File: config.mk
export PLATFORM = sky130hd
export DESIGN_NAME = multicycle_run_control_flat
export DESIGN_NICKNAME = d
export VERILOG_FILES = /design/src/rtl/multicycle_dbg_pkg.sv /design/src/rtl/multicycle_run_control_if.sv /design/src/rtl/mc_bp_match.sv /design/src/rtl/multicycle_run_control.sv /design/src/flat_wrapper.sv
export SDC_FILE = /design/constraint.sdc
export NUM_CORES = 1
export LEC_CHECK = 0
export ABC_CLOCK_PERIOD_IN_PS = 4950
export BUFFER_PORTS_ARGS = -buffer_cell sky130_fd_sc_hd__buf_2
export CAP_MARGIN = 5
export CORE_MARGIN = 1
export CORE_UTILIZATION = 50
export DETAILED_ROUTE_END_ITERATION = 6
export PLACE_DENSITY_LB_ADDON = 0.08
export SYNTH_ARGS = -nofsm -noshare
export SYNTH_HDL_FRONTEND = slang
export SYNTH_SLANG_ARGS = --single-unit
File: constraint.sdc
create_clock -name clock_i -period 4.95 [get_ports clock_i]
set_input_delay 0.99 -clock clock_i [delete_from_list [all_inputs] [get_ports clock_i]]
set_output_delay 0.99 -clock clock_i [all_outputs]
set_load 0.005 [all_outputs]
File: src/rtl/multicycle_dbg_pkg.sv
// Shared types and constants for the multicycle run-control / debug unit.
package multicycle_dbg_pkg;

  typedef enum logic [1:0] {
    RUN    = 2'd0,
    HALTED = 2'd1,
    STEP   = 2'd2
  } run_state_e;

  localparam logic [1:0] HALT_NONE = 2'd0;
  localparam logic [1:0] HALT_REQ  = 2'd1;
  localparam logic [1:0] HALT_BP   = 2'd2;
  localparam logic [1:0] HALT_STEP = 2'd3;

  // Breakpoint index width; a single slot still needs a 1-bit index.
  function automatic int unsigned bp_idx_w(input int unsigned n);
    return (n > 32'd1) ? unsigned'($clog2(n)) : 32'd1;
  endfunction

endpackage

File: src/rtl/multicycle_run_control_if.sv
// Debug-host / core-observation bundle for multicycle_run_control.
interface multicycle_run_control_if #(
  parameter int unsigned ADDR_W   = 32,
  parameter int unsigned STATE_W  = 4,
  parameter int unsigned CNT_W    = 32,
  parameter int unsigned BP_IDX_W = 1
);
  logic [STATE_W-1:0]  core_state;
  logic [ADDR_W-1:0]   core_pc;
  logic                dbg_halt_req;
  logic                dbg_run_req;
  logic                dbg_step_req;
  logic                bp_wr_en;
  logic [BP_IDX_W-1:0] bp_wr_idx;
  logic [ADDR_W-1:0]   bp_wr_addr;
  logic                bp_wr_valid;
  logic                cnt_clr;
  logic                core_en;
  logic                halted;
  logic [1:0]          run_state;
  logic [1:0]          halt_cause;
  logic [CNT_W-1:0]    cycle_count;
  logic [CNT_W-1:0]    instr_count;

  modport master (
    output core_state, core_pc, dbg_halt_req, dbg_run_req, dbg_step_req,
           bp_wr_en, bp_wr_idx, bp_wr_addr, bp_wr_valid, cnt_clr,
    input  core_en, halted, run_state, halt_cause, cycle_count, instr_count
  );

  modport slave (
    input  core_state, core_pc, dbg_halt_req, dbg_run_req, dbg_step_req,
           bp_wr_en, bp_wr_idx, bp_wr_addr, bp_wr_valid, cnt_clr,
    output core_en, halted, run_state, halt_cause, cycle_count, instr_count
  );
endinterface

File: src/rtl/mc_bp_match.sv
// PC breakpoint register file with an OR-reduced match against the current PC.
module mc_bp_match
  import multicycle_dbg_pkg::*;
#(
  parameter int unsigned NUM_BP = 2,
  parameter int unsigned ADDR_W = 32,
  localparam int unsigned IDX_W = bp_idx_w(NUM_BP)
) (
  input  logic              clk_i,
  input  logic              rst_i,
  input  logic              wr_en_i,
  input  logic [IDX_W-1:0]  wr_idx_i,
  input  logic [ADDR_W-1:0] wr_addr_i,
  input  logic              wr_valid_i,
  input  logic [ADDR_W-1:0] pc_i,
  output logic              hit_c_o
);

  logic [ADDR_W-1:0] bp_addr_q [NUM_BP];
  logic [NUM_BP-1:0] bp_valid_q;

  // Out-of-range indices match no slot and are dropped.
  always_ff @(posedge clk_i) begin
    if (rst_i) begin
      bp_valid_q <= '0;
      for (int unsigned i = 0; i < NUM_BP; i++) bp_addr_q[i] <= '0;
    end else if (wr_en_i) begin
      for (int unsigned i = 0; i < NUM_BP; i++) begin
        if (32'(wr_idx_i) == i) begin
          bp_addr_q[i]  <= wr_addr_i;
          bp_valid_q[i] <= wr_valid_i;
        end
      end
    end
  end

  always_comb begin
    hit_c_o = 1'b0;
    for (int unsigned i = 0; i < NUM_BP; i++) begin
      if (bp_valid_q[i] && (bp_addr_q[i] == pc_i)) hit_c_o = 1'b1;
    end
  end

endmodule

File: src/rtl/multicycle_run_control.sv
// Run/halt/step control, breakpoint halting and cycle/instruction counters
// for the multicycle core; core_en is combinational so a halt costs no extra cycle.
module multicycle_run_control
  import multicycle_dbg_pkg::*;
#(
  parameter int unsigned ADDR_W       = 32,
  parameter int unsigned NUM_BP       = 2,
  parameter int unsigned CNT_W        = 32,
  parameter int unsigned STATE_W      = 4,
  parameter int unsigned FETCH_STATE  = 0,
  parameter int unsigned START_HALTED = 0
) (
  input  logic                   clock_i,
  input  logic                   reset_i,
  multicycle_run_control_if.slave dbg
);

  localparam run_state_e RESET_STATE = (START_HALTED != 0) ? HALTED : RUN;

  run_state_e       state_q, state_d;
  logic [1:0]       cause_q, cause_d;
  logic             halt_pend_q, halt_pend_d;
  logic             armed_q, armed_d;
  logic [CNT_W-1:0] cycle_q, cycle_d;
  logic [CNT_W-1:0] instr_q, instr_d;
  logic             boundary_c, bp_hit_c, stop_c, core_en_c;

  mc_bp_match #(
    .NUM_BP (NUM_BP),
    .ADDR_W (ADDR_W)
  ) u_bp_match (
    .clk_i      (clock_i),
    .rst_i      (reset_i),
    .wr_en_i    (dbg.bp_wr_en),
    .wr_idx_i   (dbg.bp_wr_idx),
    .wr_addr_i  (dbg.bp_wr_addr),
    .wr_valid_i (dbg.bp_wr_valid),
    .pc_i       (dbg.core_pc),
    .hit_c_o    (bp_hit_c)
  );

  assign boundary_c = (dbg.core_state == STATE_W'(FETCH_STATE));
  assign stop_c     = halt_pend_q | (armed_q & bp_hit_c);

  // Run-control FSM; armed stays low until the resumed instruction leaves fetch.
  always_comb begin
    state_d     = state_q;
    cause_d     = cause_q;
    halt_pend_d = halt_pend_q;
    armed_d     = armed_q;
    core_en_c   = 1'b0;
    case (state_q)
      RUN: begin
        core_en_c = !(boundary_c && stop_c);
        if (dbg.dbg_halt_req) halt_pend_d = 1'b1;
        if (boundary_c && stop_c) begin
          state_d     = HALTED;
          halt_pend_d = 1'b0;
          cause_d     = (armed_q && bp_hit_c) ? HALT_BP : HALT_REQ;
        end
      end
      HALTED: begin
        if (dbg.dbg_step_req) begin
          state_d = STEP;
          armed_d = 1'b0;
        end else if (dbg.dbg_run_req) begin
          state_d = RUN;
          armed_d = 1'b0;
        end
      end
      STEP: begin
        core_en_c = !(boundary_c && armed_q);
        if (boundary_c && armed_q) begin
          state_d = HALTED;
          cause_d = HALT_STEP;
        end
      end
      default: state_d = RUN;
    endcase
    if (core_en_c && !boundary_c) armed_d = 1'b1;
  end

  // Counters; a clear overrides a same-cycle increment.
  always_comb begin
    cycle_d = cycle_q;
    instr_d = instr_q;
    if (dbg.cnt_clr) begin
      cycle_d = '0;
      instr_d = '0;
    end else if (core_en_c) begin
      cycle_d = cycle_q + CNT_W'(1);
      if (boundary_c) instr_d = instr_q + CNT_W'(1);
    end
  end

  always_ff @(posedge clock_i) begin
    if (reset_i) begin
      state_q     <= RESET_STATE;
      cause_q     <= HALT_NONE;
      halt_pend_q <= 1'b0;
      armed_q     <= 1'b0;
      cycle_q     <= '0;
      instr_q     <= '0;
    end else begin
      state_q     <= state_d;
      cause_q     <= cause_d;
      halt_pend_q <= halt_pend_d;
      armed_q     <= armed_d;
      cycle_q     <= cycle_d;
      instr_q     <= instr_d;
    end
  end

  assign dbg.core_en     = core_en_c;
  assign dbg.halted      = (state_q == HALTED);
  assign dbg.run_state   = state_q;
  assign dbg.halt_cause  = cause_q;
  assign dbg.cycle_count = cycle_q;
  assign dbg.instr_count = instr_q;

endmodule

File: src/flat_wrapper.sv
// flat-port wrapper written by rule: the top's interface ports become plain ports
module multicycle_run_control_flat import multicycle_dbg_pkg::*;
#(
  parameter int unsigned ADDR_W       = 32,
  parameter int unsigned NUM_BP       = 2,
  parameter int unsigned CNT_W        = 32,
  parameter int unsigned STATE_W      = 4,
  parameter int unsigned FETCH_STATE  = 0,
  parameter int unsigned START_HALTED = 0
)
  (clock_i, reset_i, dbg_core_state, dbg_core_pc, dbg_dbg_halt_req, dbg_dbg_run_req, dbg_dbg_step_req, dbg_bp_wr_en, dbg_bp_wr_idx, dbg_bp_wr_addr, dbg_bp_wr_valid, dbg_cnt_clr, dbg_core_en, dbg_halted, dbg_run_state, dbg_halt_cause, dbg_cycle_count, dbg_instr_count);
  multicycle_run_control_if #(.ADDR_W(ADDR_W), .STATE_W(STATE_W), .CNT_W(CNT_W), .BP_IDX_W(1)) dbg_i ();
  input  logic clock_i;
  input  logic reset_i;
  input wire logic [$bits(dbg_i.core_state)-1:0] dbg_core_state;
  input wire logic [$bits(dbg_i.core_pc)-1:0] dbg_core_pc;
  input wire logic [$bits(dbg_i.dbg_halt_req)-1:0] dbg_dbg_halt_req;
  input wire logic [$bits(dbg_i.dbg_run_req)-1:0] dbg_dbg_run_req;
  input wire logic [$bits(dbg_i.dbg_step_req)-1:0] dbg_dbg_step_req;
  input wire logic [$bits(dbg_i.bp_wr_en)-1:0] dbg_bp_wr_en;
  input wire logic [$bits(dbg_i.bp_wr_idx)-1:0] dbg_bp_wr_idx;
  input wire logic [$bits(dbg_i.bp_wr_addr)-1:0] dbg_bp_wr_addr;
  input wire logic [$bits(dbg_i.bp_wr_valid)-1:0] dbg_bp_wr_valid;
  input wire logic [$bits(dbg_i.cnt_clr)-1:0] dbg_cnt_clr;
  output wire logic [$bits(dbg_i.core_en)-1:0] dbg_core_en;
  output wire logic [$bits(dbg_i.halted)-1:0] dbg_halted;
  output wire logic [$bits(dbg_i.run_state)-1:0] dbg_run_state;
  output wire logic [$bits(dbg_i.halt_cause)-1:0] dbg_halt_cause;
  output wire logic [$bits(dbg_i.cycle_count)-1:0] dbg_cycle_count;
  output wire logic [$bits(dbg_i.instr_count)-1:0] dbg_instr_count;
  assign dbg_i.core_state = dbg_core_state;
  assign dbg_i.core_pc = dbg_core_pc;
  assign dbg_i.dbg_halt_req = dbg_dbg_halt_req;
  assign dbg_i.dbg_run_req = dbg_dbg_run_req;
  assign dbg_i.dbg_step_req = dbg_dbg_step_req;
  assign dbg_i.bp_wr_en = dbg_bp_wr_en;
  assign dbg_i.bp_wr_idx = dbg_bp_wr_idx;
  assign dbg_i.bp_wr_addr = dbg_bp_wr_addr;
  assign dbg_i.bp_wr_valid = dbg_bp_wr_valid;
  assign dbg_i.cnt_clr = dbg_cnt_clr;
  assign dbg_core_en = dbg_i.core_en;
  assign dbg_halted = dbg_i.halted;
  assign dbg_run_state = dbg_i.run_state;
  assign dbg_halt_cause = dbg_i.halt_cause;
  assign dbg_cycle_count = dbg_i.cycle_count;
  assign dbg_instr_count = dbg_i.instr_count;
  multicycle_run_control #(.ADDR_W(ADDR_W), .NUM_BP(NUM_BP), .CNT_W(CNT_W), .STATE_W(STATE_W), .FETCH_STATE(FETCH_STATE), .START_HALTED(START_HALTED)) u_core (.clock_i(clock_i), .reset_i(reset_i), .dbg(dbg_i));
endmodule
==> metrics.txt <==
CTS H-tree depth 4; TritonCTS clock tree done; final hold vios 0; worst path bufs/invs 3; Gate Count Post-Synth roughly 600; Die X between 100 and 150 µm; Max clock buf depth 2; P_int 2.201 mW; area grow syn2layout 24.99%; Hold Crit Class flip-flop to flip-flop; met1 usage between 20 and 30%; Net Count, Synth between 600 and 700; FMAX ~230 MHz; met2 usage in global routing between 40% and 50%; Reg-to-Reg End u_core.dbg.instr_count[23]$_SDFFE_PP0P_; Clock transition at path regs approximately 0.05 ns; Slew headroom 28.39%; worst slew pin tran around 1.1 ns; WL final about 14000 µm; syn avg cell area approximately 10 µm²; YS warnings 0; worst clock skew 0.008169 ns; setup TNS 0 ns; global-route wire length before repair between 20000 and 25000 µm; M3 GR Usage 6.353%; ant diodes 0; Period minus WS final between 4 and 5 ns; initial DRC count ~330; Initial Utilization between 50% and 60%; crit path DAT about 3.3 ns; nets@finish 831; slowest CP cell nor4_1; post-synth top area cell edfxtp_1; Vias slightly above 5000; GRT overflow 0; Critical Path Fanout Max 12; Netlist cell types 43; die area about 0.013 mm²; Yosys reg bits 136; RSZ-0062 raised after global routing no; max-cap violation count 0; drc violations 0; cell count of the worst reg-to-reg path 8; period utilization approximately 87%; most frequent cell after synthesis dfxtp_1; HP Start u_core.dbg.halt_cause[1]$_SDFFE_PP0P_; port bufs ~150; vias in the first global route slightly below 5000; routability cong. about 0.85; Max VDD drop about 0.25 mV; Worst-Skew Late Latency between 0.4 and 0.5 ns; Clock Sinks between 100 and 150; I/O pins roughly 150; Top Family by Delay on Critical Path simple AND/OR/NAND/NOR gates; Comb power frac under 10%; die height between 100 and 150 µm; Clock Root Buffer clkbuf_16; sequential share of the synthesized area between 50% and 60%; CP Depth 9; antenna violations before repair 0; LEAKAGE ~3.1 nW; commonest cells in the netlist 72 x dfxtp_1, 64 x edfxtp_1, 61 x xor2_1; Sequential Power Share a little under half; CP startpoint dbg_core_pc[21]; Power Dens Cells about 350 mW/mm²; main area contributors after synthesis edfxtp_1 31%, dfxtp_1 23%, xor2_1 8.5%; Sw Pwr about 0.58 mW; post-CTS setup buffers 0; Post-CTS Hold Buffers 0; dpl hpwl ~10000 µm; ANT nets after route 0; ys async rst share 0%; Vias/cell between 5 and 6; Synth Flop Type dfxtp_1; Core Area ~0.012 mm²; layout cells sized above 1 25.36%; status complete, no violations; pins over their slew limit 0; per-cell routed wire length between 15 and 20 µm; r2r startpoint u_core.u_bp_match.bp_addr_q[0][38]$_DFFE_PP_; number of flops mapped to enable cells by yosys 64; critical path endpoint dbg_core_en; Worst setup EP type primary output; largest net degree at the start of global routing 51; Setup CP Type input port to primary output; Crit path largest cell delay 0.52 ns; sw frac around a fifth; Most Crowded Layer GR met2; drt pass-1 iters 4; startpoint class of the critical path input port; Tot GR Track Use roughly 23%; sequence of cells on the critical path buf_2 > xor2_1 > nor4_1 > nand4_1 > nor4_1 > nor4_2 > o21ai_1 > inv_1 > buf_2; num rows 40; top cell type's share of synthesized area 30.56%; total power about 2.8 mW; WP data required just under 4 ns; Clk pwr share around half; post-synthesis cell area 0.006290 mm²; worst hold slack 0.4500 ns; CTS-repair resized insts 0; final setup vio count 0; R2R Setup Slk 1.89 ns; CTS Buf Count 17
layout by cell type, fill, tap and decap left out, types with 23 or more instances in the layout:
cell / count
xor2_1: 61
nand2_1: 37
and2_1: 45
nand3_1: 23
a21oi_1: 34
buf_2: 146
dfxtp_1: 72
nor2_1: 23
or3_1: 27
edfxtp_1: 64
routing by layer:
metal / wire length, µm / share of wire, %
met5: 0 / 0
met4: 174 / 1.2
met3: 860 / 6.0
met2: 7234 / 50
met1: 6071 / 42
final cells by class:
class / count / area, µm²
Sequential cell: 136 / 3363
Clock buffer: 22 / 519.2
Multi-Input combinational cell: 428 / 2791
Timing Repair Buffer: 153 / 783.3
Tap cell: 168 / 210.2
Clock inverter: 10 / 133.9
Fill cell: 1013 / 4300
Inverter: 16 / 60.06
flip-flops by register name (all words and copies together) (netlist names):
name and count:
u_core.armed_q 1, u_core.dbg.cycle_count 32, u_core.dbg.halt_cause 2, u_core.dbg.instr_count 32
u_core.dbg.run_state 2, u_core.halt_pend_q 1, u_core.u_bp_match.bp_addr_q 64, u_core.u_bp_match.bp_valid_q 2
metrics by stage:
stage	area, µm²	util, %	worst slack, ns	std cells
6_report	7861	64.64	0.6487	933
5_1_grt	7861	64.64	0.4372	933
4_1_cts	7861	64.64	0.6247	933
3_5_place_dp	7208	59.27	0.6489	901
3_3_place_gp	7208	59.27	0.6618	901
2_1_floorplan	6290	-	1.304	602
worst register-to-register path, delay by kind of cell, from the launching register on:
| family | cells | cell delay, ns |
|---|---|---|
| and+or+nand+nor | 6 | 2.26 |
| DFF | 1 | 0.38 |
| xor gates and xnor gates | 1 | 0.20 |
| AOI/OAI and AO/OA | 1 | 0.15 |
how the worst min path moves through the flow:
| stage | endpoint | slack [ns] | depth (start not counted) |
|---|---|---|---|
| floorplan | u_core.u_bp_match.bp_valid_q[1]$_SDFFE_PP0P_ | 0.44 | 2 |
| global placement | u_core.dbg.halt_cause[1]$_SDFFE_PP0P_ | 0.44 | 2 |
| detailed placement | u_core.dbg.halt_cause[1]$_SDFFE_PP0P_ | 0.44 | 2 |
| CTS | u_core.dbg.halt_cause[1]$_SDFFE_PP0P_ | 0.45 | 2 |
| global route | u_core.u_bp_match.bp_valid_q[1]$_SDFFE_PP0P_ | 0.47 | 2 |
| finish | u_core.dbg.halt_cause[1]$_SDFFE_PP0P_ | 0.45 | 2 |
power groups by stage:
| stage | Sequential, mW | Combinational, mW | Clock [mW] |
|---|---|---|---|
| 3_5_place_dp | 1.28 | 0.164 | 0 |
| 4_1_cts | 1.26 | 0.165 | 1.38 |
| 5_1_grt | 1.26 | 0.179 | 1.44 |
| 6_report | 1.26 | 0.163 | 1.36 |
| 3_3_place_gp | 1.28 | 0.162 | 0 |
| 2_1_floorplan | 1.28 | 0.0923 | 0 |
logic make-up after synthesis:
kind of cell    count (synthesis)  share of synthesized area [%]
flops                         136                          53.47
buf+inv                        38                          2.287
compound gates                 97                          9.310
xor+xnor                       83                          11.56
fa+ha+maj                       2                         0.3978
simple gates                  242                          22.34
mux                             4                         0.6366
(Power assumes the default switching activity.)
